$ cat config.mk
export PLATFORM = sky130hd
export DESIGN_NAME = ex_muldiv
export DESIGN_NICKNAME = d
export VERILOG_FILES = /design/src/rtl/ex_muldiv_pkg.sv /design/src/rtl/ex_muldiv_div_core.sv /design/src/rtl/ex_muldiv.sv
export SDC_FILE = /design/constraint.sdc
export NUM_CORES = 1
export LEC_CHECK = 0
export ABC_CLOCK_PERIOD_IN_PS = 14400
export CAP_MARGIN = 20
export CORE_ASPECT_RATIO = 0.6
export CORE_MARGIN = 2
export CORE_UTILIZATION = 50
export CTS_CLUSTER_SIZE = 30
export DETAILED_ROUTE_END_ITERATION = 8
export PLACE_DENSITY_LB_ADDON = 0.15
export REMOVE_ABC_BUFFERS = 1
export SLEW_MARGIN = 0
export SYNTH_ARGS = -nofsm -noshare
export SYNTH_HDL_FRONTEND = slang
export SYNTH_SLANG_ARGS = --single-unit
$ cat constraint.sdc
create_clock -name clk -period 14.4 [get_ports clk]
set_input_delay 1.44 -clock clk [delete_from_list [all_inputs] [get_ports clk]]
set_output_delay 1.44 -clock clk [all_outputs]
set_load 0.02 [all_outputs]
$ cat src/rtl/ex_muldiv_pkg.sv
// rtl/ex_muldiv_pkg.sv - shared op/state encodings and stall levels for ex_muldiv
package ex_muldiv_pkg;

  typedef enum logic [1:0] {
    MD_MULTU = 2'b00,
    MD_MULT  = 2'b01,
    MD_DIVU  = 2'b10,
    MD_DIV   = 2'b11
  } md_op_e;

  typedef enum logic [1:0] {
    ST_IDLE = 2'b00,
    ST_MUL  = 2'b01,
    ST_DIV  = 2'b10,
    ST_DONE = 2'b11
  } md_state_e;

  localparam logic STOP    = 1'b1;
  localparam logic NO_STOP = 1'b0;

endpackage

$ cat src/rtl/ex_muldiv_div_core.sv
// rtl/ex_muldiv_div_core.sv - unsigned restoring divider, one quotient bit per cycle
module ex_muldiv_div_core #(
  parameter int DW  = 32,
  parameter int CYC = DW
) (
  input  logic          clk,
  input  logic          rst,
  input  logic          start,
  input  logic [DW-1:0] dividend,
  input  logic [DW-1:0] divisor,
  output logic          done,
  output logic [DW-1:0] quotient,
  output logic [DW-1:0] remainder
);

  localparam int CW = (CYC > 1) ? $clog2(CYC) : 1;
  localparam logic [CW-1:0] LAST = CW'(CYC - 1);

  logic          running;
  logic [CW-1:0] cnt;
  logic [DW-1:0] quo_q;
  logic [DW-1:0] rem_q;
  logic [DW-1:0] dsr_q;
  logic [DW:0]   rem_sh;
  logic [DW:0]   diff;
  logic          take;

  // Trial subtraction is one bit wider so the borrow tells us whether to restore.
  assign rem_sh = {rem_q, quo_q[DW-1]};
  assign diff   = rem_sh - {1'b0, dsr_q};
  assign take   = ~diff[DW];

  always_ff @(posedge clk or posedge rst) begin
    if (rst) begin
      running <= 1'b0;
      cnt     <= '0;
      quo_q   <= '0;
      rem_q   <= '0;
      dsr_q   <= '0;
    end else if (start) begin
      running <= 1'b1;
      cnt     <= '0;
      quo_q   <= dividend;
      rem_q   <= '0;
      dsr_q   <= divisor;
    end else if (running) begin
      quo_q <= {quo_q[DW-2:0], take};
      rem_q <= take ? diff[DW-1:0] : rem_sh[DW-1:0];
      cnt   <= cnt + 1'b1;
      if (cnt == LAST) running <= 1'b0;
    end
  end

  assign done      = running && (cnt == LAST);
  assign quotient  = quo_q;
  assign remainder = rem_q;

endmodule

$ cat src/rtl/ex_muldiv.sv
// rtl/ex_muldiv.sv - EX-stage multi-cycle mul/div unit owning HI/LO
// FAST_MUL_EN selects a single-cycle multiplier; divide is always iterative.
module ex_muldiv
  import ex_muldiv_pkg::*;
#(
  parameter int DW      = 32,
  parameter int DIV_CYC = 32
) (
  input  logic          clk,
  input  logic          rst,
  input  logic          start,
  input  logic [1:0]    op,
  input  logic [DW-1:0] src1,
  input  logic [DW-1:0] src2,
  input  logic          hi_we,
  input  logic          lo_we,
  input  logic [DW-1:0] wdata,
  output logic          stallreq,
  output logic          busy,
  output logic [DW-1:0] hi_o,
  output logic [DW-1:0] lo_o
);

  md_state_e       state;
  md_op_e          op_e;
  logic            signed_op;
  logic            is_div;
  logic            s1_neg;
  logic            s2_neg;
  logic [DW-1:0]   mag1;
  logic [DW-1:0]   mag2;
  logic            div_zero;
  logic            div_go;

  logic [2*DW-1:0] acc;
  logic [DW-1:0]   mcand;
  logic            neg_res;
  logic            neg_rem;
  logic            use_acc;

  logic            div_done;
  logic [DW-1:0]   quo;
  logic [DW-1:0]   rem;
  logic [2*DW-1:0] prod;
  logic [DW-1:0]   quo_s;
  logic [DW-1:0]   rem_s;
  logic [2*DW-1:0] res;

  assign op_e      = md_op_e'(op);
  assign signed_op = (op_e == MD_MULT) || (op_e == MD_DIV);
  assign is_div    = (op_e == MD_DIVU) || (op_e == MD_DIV);
  assign s1_neg    = signed_op & src1[DW-1];
  assign s2_neg    = signed_op & src2[DW-1];
  assign mag1      = s1_neg ? (~src1 + 1'b1) : src1;
  assign mag2      = s2_neg ? (~src2 + 1'b1) : src2;
  assign div_zero  = (src2 == '0);
  assign div_go    = (state == ST_IDLE) && start && is_div && !div_zero;

  ex_muldiv_div_core #(
    .DW  (DW),
    .CYC (DIV_CYC)
  ) u_div_core (
    .clk       (clk),
    .rst       (rst),
    .start     (div_go),
    .dividend  (mag1),
    .divisor   (mag2),
    .done      (div_done),
    .quotient  (quo),
    .remainder (rem)
  );

`ifndef FAST_MUL_EN
  localparam int CW = $clog2(DW);
  localparam logic [CW-1:0] MUL_LAST = CW'(DW - 1);

  logic [CW-1:0]   cnt;
  logic [DW:0]     mul_sum;
  logic [2*DW-1:0] mul_step;

  // acc holds {partial product, unconsumed multiplier bits}; both shift right together.
  assign mul_sum  = {1'b0, acc[2*DW-1:DW]} + (acc[0] ? {1'b0, mcand} : '0);
  assign mul_step = {mul_sum, acc[DW-1:1]};
`endif

  assign prod  = neg_res ? (~acc + 1'b1) : acc;
  assign quo_s = neg_res ? (~quo + 1'b1) : quo;
  assign rem_s = neg_rem ? (~rem + 1'b1) : rem;
  assign res   = use_acc ? prod : {rem_s, quo_s};

  always_ff @(posedge clk or posedge rst) begin
    if (rst) begin
      state   <= ST_IDLE;
      hi_o    <= '0;
      lo_o    <= '0;
      acc     <= '0;
      mcand   <= '0;
      neg_res <= 1'b0;
      neg_rem <= 1'b0;
      use_acc <= 1'b0;
`ifndef FAST_MUL_EN
      cnt     <= '0;
`endif
    end else begin
      case (state)
        ST_IDLE: begin
          if (start) begin
`ifndef FAST_MUL_EN
            cnt     <= '0;
`endif
            mcand   <= mag1;
            neg_res <= s1_neg ^ s2_neg;
            neg_rem <= s1_neg;
            use_acc <= !is_div;
            if (!is_div) begin
              acc   <= {{DW{1'b0}}, mag2};
              state <= ST_MUL;
            end else if (div_zero) begin
              // Divide by zero skips iteration: HI keeps the raw dividend, LO all ones.
              acc     <= {src1, {DW{1'b1}}};
              neg_res <= 1'b0;
              neg_rem <= 1'b0;
              use_acc <= 1'b1;
              state   <= ST_DONE;
            end else begin
              state <= ST_DIV;
            end
          end else begin
            if (hi_we) hi_o <= wdata;
            if (lo_we) lo_o <= wdata;
          end
        end
        ST_MUL: begin
`ifdef FAST_MUL_EN
          acc   <= (2*DW)'(mcand) * (2*DW)'(acc[DW-1:0]);
          state <= ST_DONE;
`else
          acc <= mul_step;
          cnt <= cnt + 1'b1;
          if (cnt == MUL_LAST) state <= ST_DONE;
`endif
        end
        ST_DIV: begin
          if (div_done) state <= ST_DONE;
        end
        ST_DONE: begin
          hi_o  <= res[2*DW-1:DW];
          lo_o  <= res[DW-1:0];
          state <= ST_IDLE;
        end
        default: state <= ST_IDLE;
      endcase
    end
  end

  always_comb begin
    stallreq = NO_STOP;
    case (state)
      ST_IDLE: stallreq = start ? STOP : NO_STOP;
      ST_MUL:  stallreq = STOP;
      ST_DIV:  stallreq = STOP;
      ST_DONE: stallreq = NO_STOP;
      default: stallreq = NO_STOP;
    endcase
  end

  assign busy = (state != ST_IDLE);

endmodule

==> metrics.log <==
INFO  metric seqPwrFrac = 0.257
INFO  metric grt_overall_usage = 0.3257
INFO  metric floorplan.io_pins = 169
INFO  metric post_synth_edffs = 0
INFO  metric route.vias.total = 19,576
INFO  metric p_per_area = 275.5 nW/µm²
INFO  metric setup_repair_after_global_routing_missed_its_margin = no
INFO  metric core_area = 39,310 µm²
INFO  metric die-height = 159.2 µm
INFO  metric postSynthAreaPerCell = 8.202 µm²
INFO  metric drt-wirelength-per-cell = 22.48 µm
INFO  metric fin_setup_tns = 0 ns
INFO  metric area_growth = 15.62%
INFO  metric cp-end-kind = flip-flop
INFO  metric yosys_warnings = 0
INFO  metric critical_path.cell_chain = clkdlybuf4s50_1, or4_1, or3_1, or3_1, nor2_1, a31oi_1, o22ai_4, buf_4, nand2_1, a221oi_1, a21o_1
INFO  metric critPathMaxStageDelay = 0.60 ns
INFO  metric tightest_slew = 0.9963 ns
INFO  metric period_share = 0.3674
INFO  metric outcome = finished, final reports clean
INFO  metric dieArea = 41,790 µm²
INFO  metric initial_drc_count = 2,370
INFO  metric netlist_area_before_placement = 20,060 µm²
INFO  metric cts_made_buffers = 29
INFO  metric final_antenna_net_count = 0
INFO  metric post_synthesis_cells = 2,446
INFO  metric place.detailed.hpwl = 50.72 mm
INFO  metric min_period = 5.291 ns
INFO  metric post-route-drc-count = 0
INFO  metric num-nets-final = 2,713
INFO  metric critical_path.reg2reg.endpoint = u_div_core.remainder[4]$_DFFE_PP0P_
INFO  metric critical_path.max_fanout = 61
INFO  metric grt-ovfl-total = 0
INFO  metric worst_ir_drop_vdd = 0.0001526 V
INFO  metric worstReg2RegStart = u_div_core.quotient[31]$_DFFE_PP0P_
INFO  metric place.port_buffers = 168
INFO  metric initial_core_utilization = 0.5104
INFO  metric fmax = 189.0 MHz
INFO  metric drive_gt1_frac = 0.04387
INFO  metric path_common_cell = sky130_fd_sc_hd__or3_1
INFO  metric switchingPower = 3.116 mW
INFO  metric synth_seq_area_share = 0.3393
INFO  metric final.setup_skew = 0.01350 ns
INFO  metric min_from = mcand[26]$_DFFE_PP0P_
INFO  metric cts_sinks = 272
INFO  metric leakage = 9.620 nW
INFO  metric cp-start-kind = primary input
INFO  metric clock_tree_from_tritoncts = yes
INFO  metric place.gp.congestion = 0.9718
INFO  metric synthDistinctLibCells = 73
INFO  metric post-route-util = 0.5901
INFO  metric reg2regPathDepth = 13
INFO  metric slew_headroom = 0.3303
INFO  metric ys_dominant_reg_cell = sky130_fd_sc_hd__dfrtp_1
INFO  metric async_reset_ff_frac = 1.000
INFO  metric die_w = 262.6 µm
INFO  metric whs_path_depth = 2
INFO  metric synth_seq_cells = 272
INFO  metric number_of_antenna_violations_at_the_first_check_in_global_routing = 0
INFO  metric first_global_vias = 18,093
INFO  metric cpMaxStageDelayCell = sky130_fd_sc_hd__nor2_1
INFO  metric final-hold-violation-count = 0
INFO  metric max_cap_violations = 0
INFO  metric internal_power = 3.275 mW
INFO  metric clockPowerShare = 0.130
INFO  metric worst_skew_pair.late_latency = 0.57 ns
INFO  metric cts_repair_resize_count = 0
INFO  metric grt_pass1_wl = 108.1 mm
INFO  metric detail_route.first_pass.iterations = 8
INFO  metric power.switching_fraction = 0.4876
INFO  metric timing.critical_path.arrival = 5.80 ns
INFO  metric ff2ff_setup_slack = 9.58 ns
INFO  metric critical-path-top-delay-family = simple AND/OR/NAND/NOR gates
INFO  metric finalInstanceArea = 23,190 µm²
INFO  metric post_dp_cell_area = 22,140 µm²
INFO  metric routed_wl = 69.13 mm
INFO  metric rows = 56
INFO  metric htree_num_levels = 1
INFO  metric slew_violations = 0
INFO  metric ctsHoldBuffers = 0
INFO  metric min_path_type = flip-flop to flip-flop
INFO  metric worst_hold_path.endpoint = mcand[26]$_DFFE_PP0P_
INFO  metric drt-vias-per-instance = 6.366
INFO  metric path_class = primary input to flip-flop
INFO  metric post-cts-setup-buffer-count = 0
INFO  metric worstPathRequired = 14.91 ns
INFO  metric ctsLongestPathBuffers = 3
INFO  metric cts_root_buffer = sky130_fd_sc_hd__clkbuf_16
INFO  metric antennaDiodeCount = 0
INFO  metric critical_path.n_buffers_inverters = 2
INFO  metric setup_violations = 0
INFO  metric maximum_number_of_pins_on_one_net_before_global_route_repair = 98
INFO  metric power_frac_comb = 0.614
INFO  metric clk_pin_slew_worst_paths = 0.06 ns
-- power groups by stage --
stage | clock network, mW | registers [mW] | logic [mW]
after floorplan | 0 | 1.64 | 2.61
after global placement | 0 | 1.62 | 3.72
after detailed placement | 0 | 1.63 | 3.80
after CTS | 0.835 | 1.63 | 3.82
after global routing | 0.865 | 1.69 | 4.28
final | 0.828 | 1.64 | 3.92
-- synth_stat cells (44+ instances only) --
cell type                  instances  area share
sky130_fd_sc_hd__ha_1             77       0.048
sky130_fd_sc_hd__dfrtp_1         272        0.34
sky130_fd_sc_hd__nor2_1          202       0.038
sky130_fd_sc_hd__inv_1            81       0.015
sky130_fd_sc_hd__a31oi_1          62       0.019
sky130_fd_sc_hd__xor2_1           82       0.036
sky130_fd_sc_hd__nand2_1         262       0.049
sky130_fd_sc_hd__clkbuf_1        123       0.023
sky130_fd_sc_hd__o21ai_0         215       0.054
sky130_fd_sc_hd__a21oi_1         204       0.051
sky130_fd_sc_hd__o31ai_1          44       0.016
sky130_fd_sc_hd__xnor2_1         146       0.064
sky130_fd_sc_hd__mux2i_1          48       0.024
sky130_fd_sc_hd__a21o_1           46       0.017
sky130_fd_sc_hd__o211ai_1         58       0.022
-- layout by cell type (no fill, tap or decap), types with 25 or more instances in the layout --
master / netlist / layout
sky130_fd_sc_hd__a21o_1: 46 / 45
sky130_fd_sc_hd__or4_1: 26 / 26
sky130_fd_sc_hd__nand2b_1: 38 / 38
sky130_fd_sc_hd__buf_4: 0 / 25
sky130_fd_sc_hd__nor2b_1: 36 / 36
sky130_fd_sc_hd__xnor2_1: 146 / 146
sky130_fd_sc_hd__xor2_1: 82 / 82
sky130_fd_sc_hd__o211ai_1: 58 / 58
sky130_fd_sc_hd__ha_1: 77 / 75
sky130_fd_sc_hd__and2_1: 39 / 39
sky130_fd_sc_hd__o21ai_0: 215 / 215
sky130_fd_sc_hd__clkdlybuf4s50_1: 0 / 168
sky130_fd_sc_hd__nand2_1: 262 / 260
sky130_fd_sc_hd__dfrtp_1: 272 / 269
sky130_fd_sc_hd__nor2_1: 202 / 200
sky130_fd_sc_hd__nand3_1: 28 / 28
sky130_fd_sc_hd__clkbuf_16: 0 / 29
sky130_fd_sc_hd__a31oi_1: 62 / 62
sky130_fd_sc_hd__inv_1: 81 / 80
sky130_fd_sc_hd__o31ai_1: 44 / 44
sky130_fd_sc_hd__mux2i_1: 48 / 48
sky130_fd_sc_hd__a211oi_1: 37 / 37
sky130_fd_sc_hd__nor3_1: 35 / 35
sky130_fd_sc_hd__a21oi_1: 204 / 202
-- final cells by class --
class                   count  area, µm²
flip-flops and latches    272       6815
clock inverters             8      140.1
repair buffers            195       1902
well taps                 522      653.1
fillers                  3484      16110
inverters                  82      315.3
multi-input cells        1951      12480
clock buffers              45      885.9
-- worst register-to-register path, stage by stage (launching register included) --
cell	delay [ns]
sky130_fd_sc_hd__dfrtp_1	0.49
sky130_fd_sc_hd__inv_1	0.22
sky130_fd_sc_hd__ha_1	0.30
sky130_fd_sc_hd__fa_1	0.41
sky130_fd_sc_hd__nand2b_1	0.19
sky130_fd_sc_hd__a21oi_1	0.25
sky130_fd_sc_hd__o211ai_1	0.40
sky130_fd_sc_hd__a21boi_0	0.56
sky130_fd_sc_hd__o311ai_0	0.26
sky130_fd_sc_hd__nor2_1	0.73
sky130_fd_sc_hd__nor2_4	0.33
sky130_fd_sc_hd__buf_16	0.26
sky130_fd_sc_hd__mux2i_1	0.18
sky130_fd_sc_hd__a21oi_1	0.09
-- logic make-up after synthesis --
family	after synthesis	share of synthesized area
AO/OA/AOI/OAI	805	0.2530
adder cells (fa/ha/maj)	79	0.05002
XOR/XNOR	228	0.09954
flip-flops	272	0.3393
AND/OR/NAND/NOR	787	0.1893
buffers and inverters	223	0.04210
multiplexers	52	0.02676
-- stage by stage --
step                std cells  hold WS [ns]  total power, mW  worst slack (ns)
finish                   3075        0.4669            6.391             9.109
global route             3075        0.4952            6.843             8.941
floorplan                2305        0.4381            4.246             5.465
CTS                      3073        0.4696            6.283             9.207
global placement         3020        0.4551            5.334             8.718
detailed placement       3020        0.4552            5.429             8.620
-- state kept, by name, indices dropped and copies added, names as in the netlist --
| name | flops |
|---|---|
| neg_rem | 1 |
| u_div_core.quotient | 32 |
| u_div_core.running | 1 |
| hi_o | 32 |
| u_div_core.remainder | 32 |
| u_div_core.cnt | 5 |
| mcand | 32 |
| u_div_core.dsr_q | 32 |
| lo_o | 32 |
| neg_res | 1 |
| cnt | 5 |
| acc | 64 |
| state | 2 |
| use_acc | 1 |
-- layer usage --
metal / GRT usage / wire length, µm / vias to the layer above / part of all wire
met1: 0.4889 / 31230 / 9442 / 0.45
met2: 0.4642 / 28580 / 987 / 0.41
met5: 0 / 0 / - / 0
met3: 0.07918 / 7496 / 128 / 0.11
li1: - / - / 9019 / -
met4: 0.08621 / 1824 / 0 / 0.026
-- worst max path at each step --
stage               cells after the start    start  slack, ns                   to
floorplan                               1      rst       5.46   acc[0]$_DFFE_PP0P_
global placement                       11  src2[8]       8.72  acc[62]$_DFFE_PP0P_
detailed placement                     11  src2[8]       8.62  acc[62]$_DFFE_PP0P_
CTS                                    11  src2[8]       9.21  acc[62]$_DFFE_PP0P_
global route                           11  src2[8]       8.94  acc[62]$_DFFE_PP0P_
finish                                 11  src2[8]       9.11  acc[62]$_DFFE_PP0P_
Power figures use the tool's default switching activity.
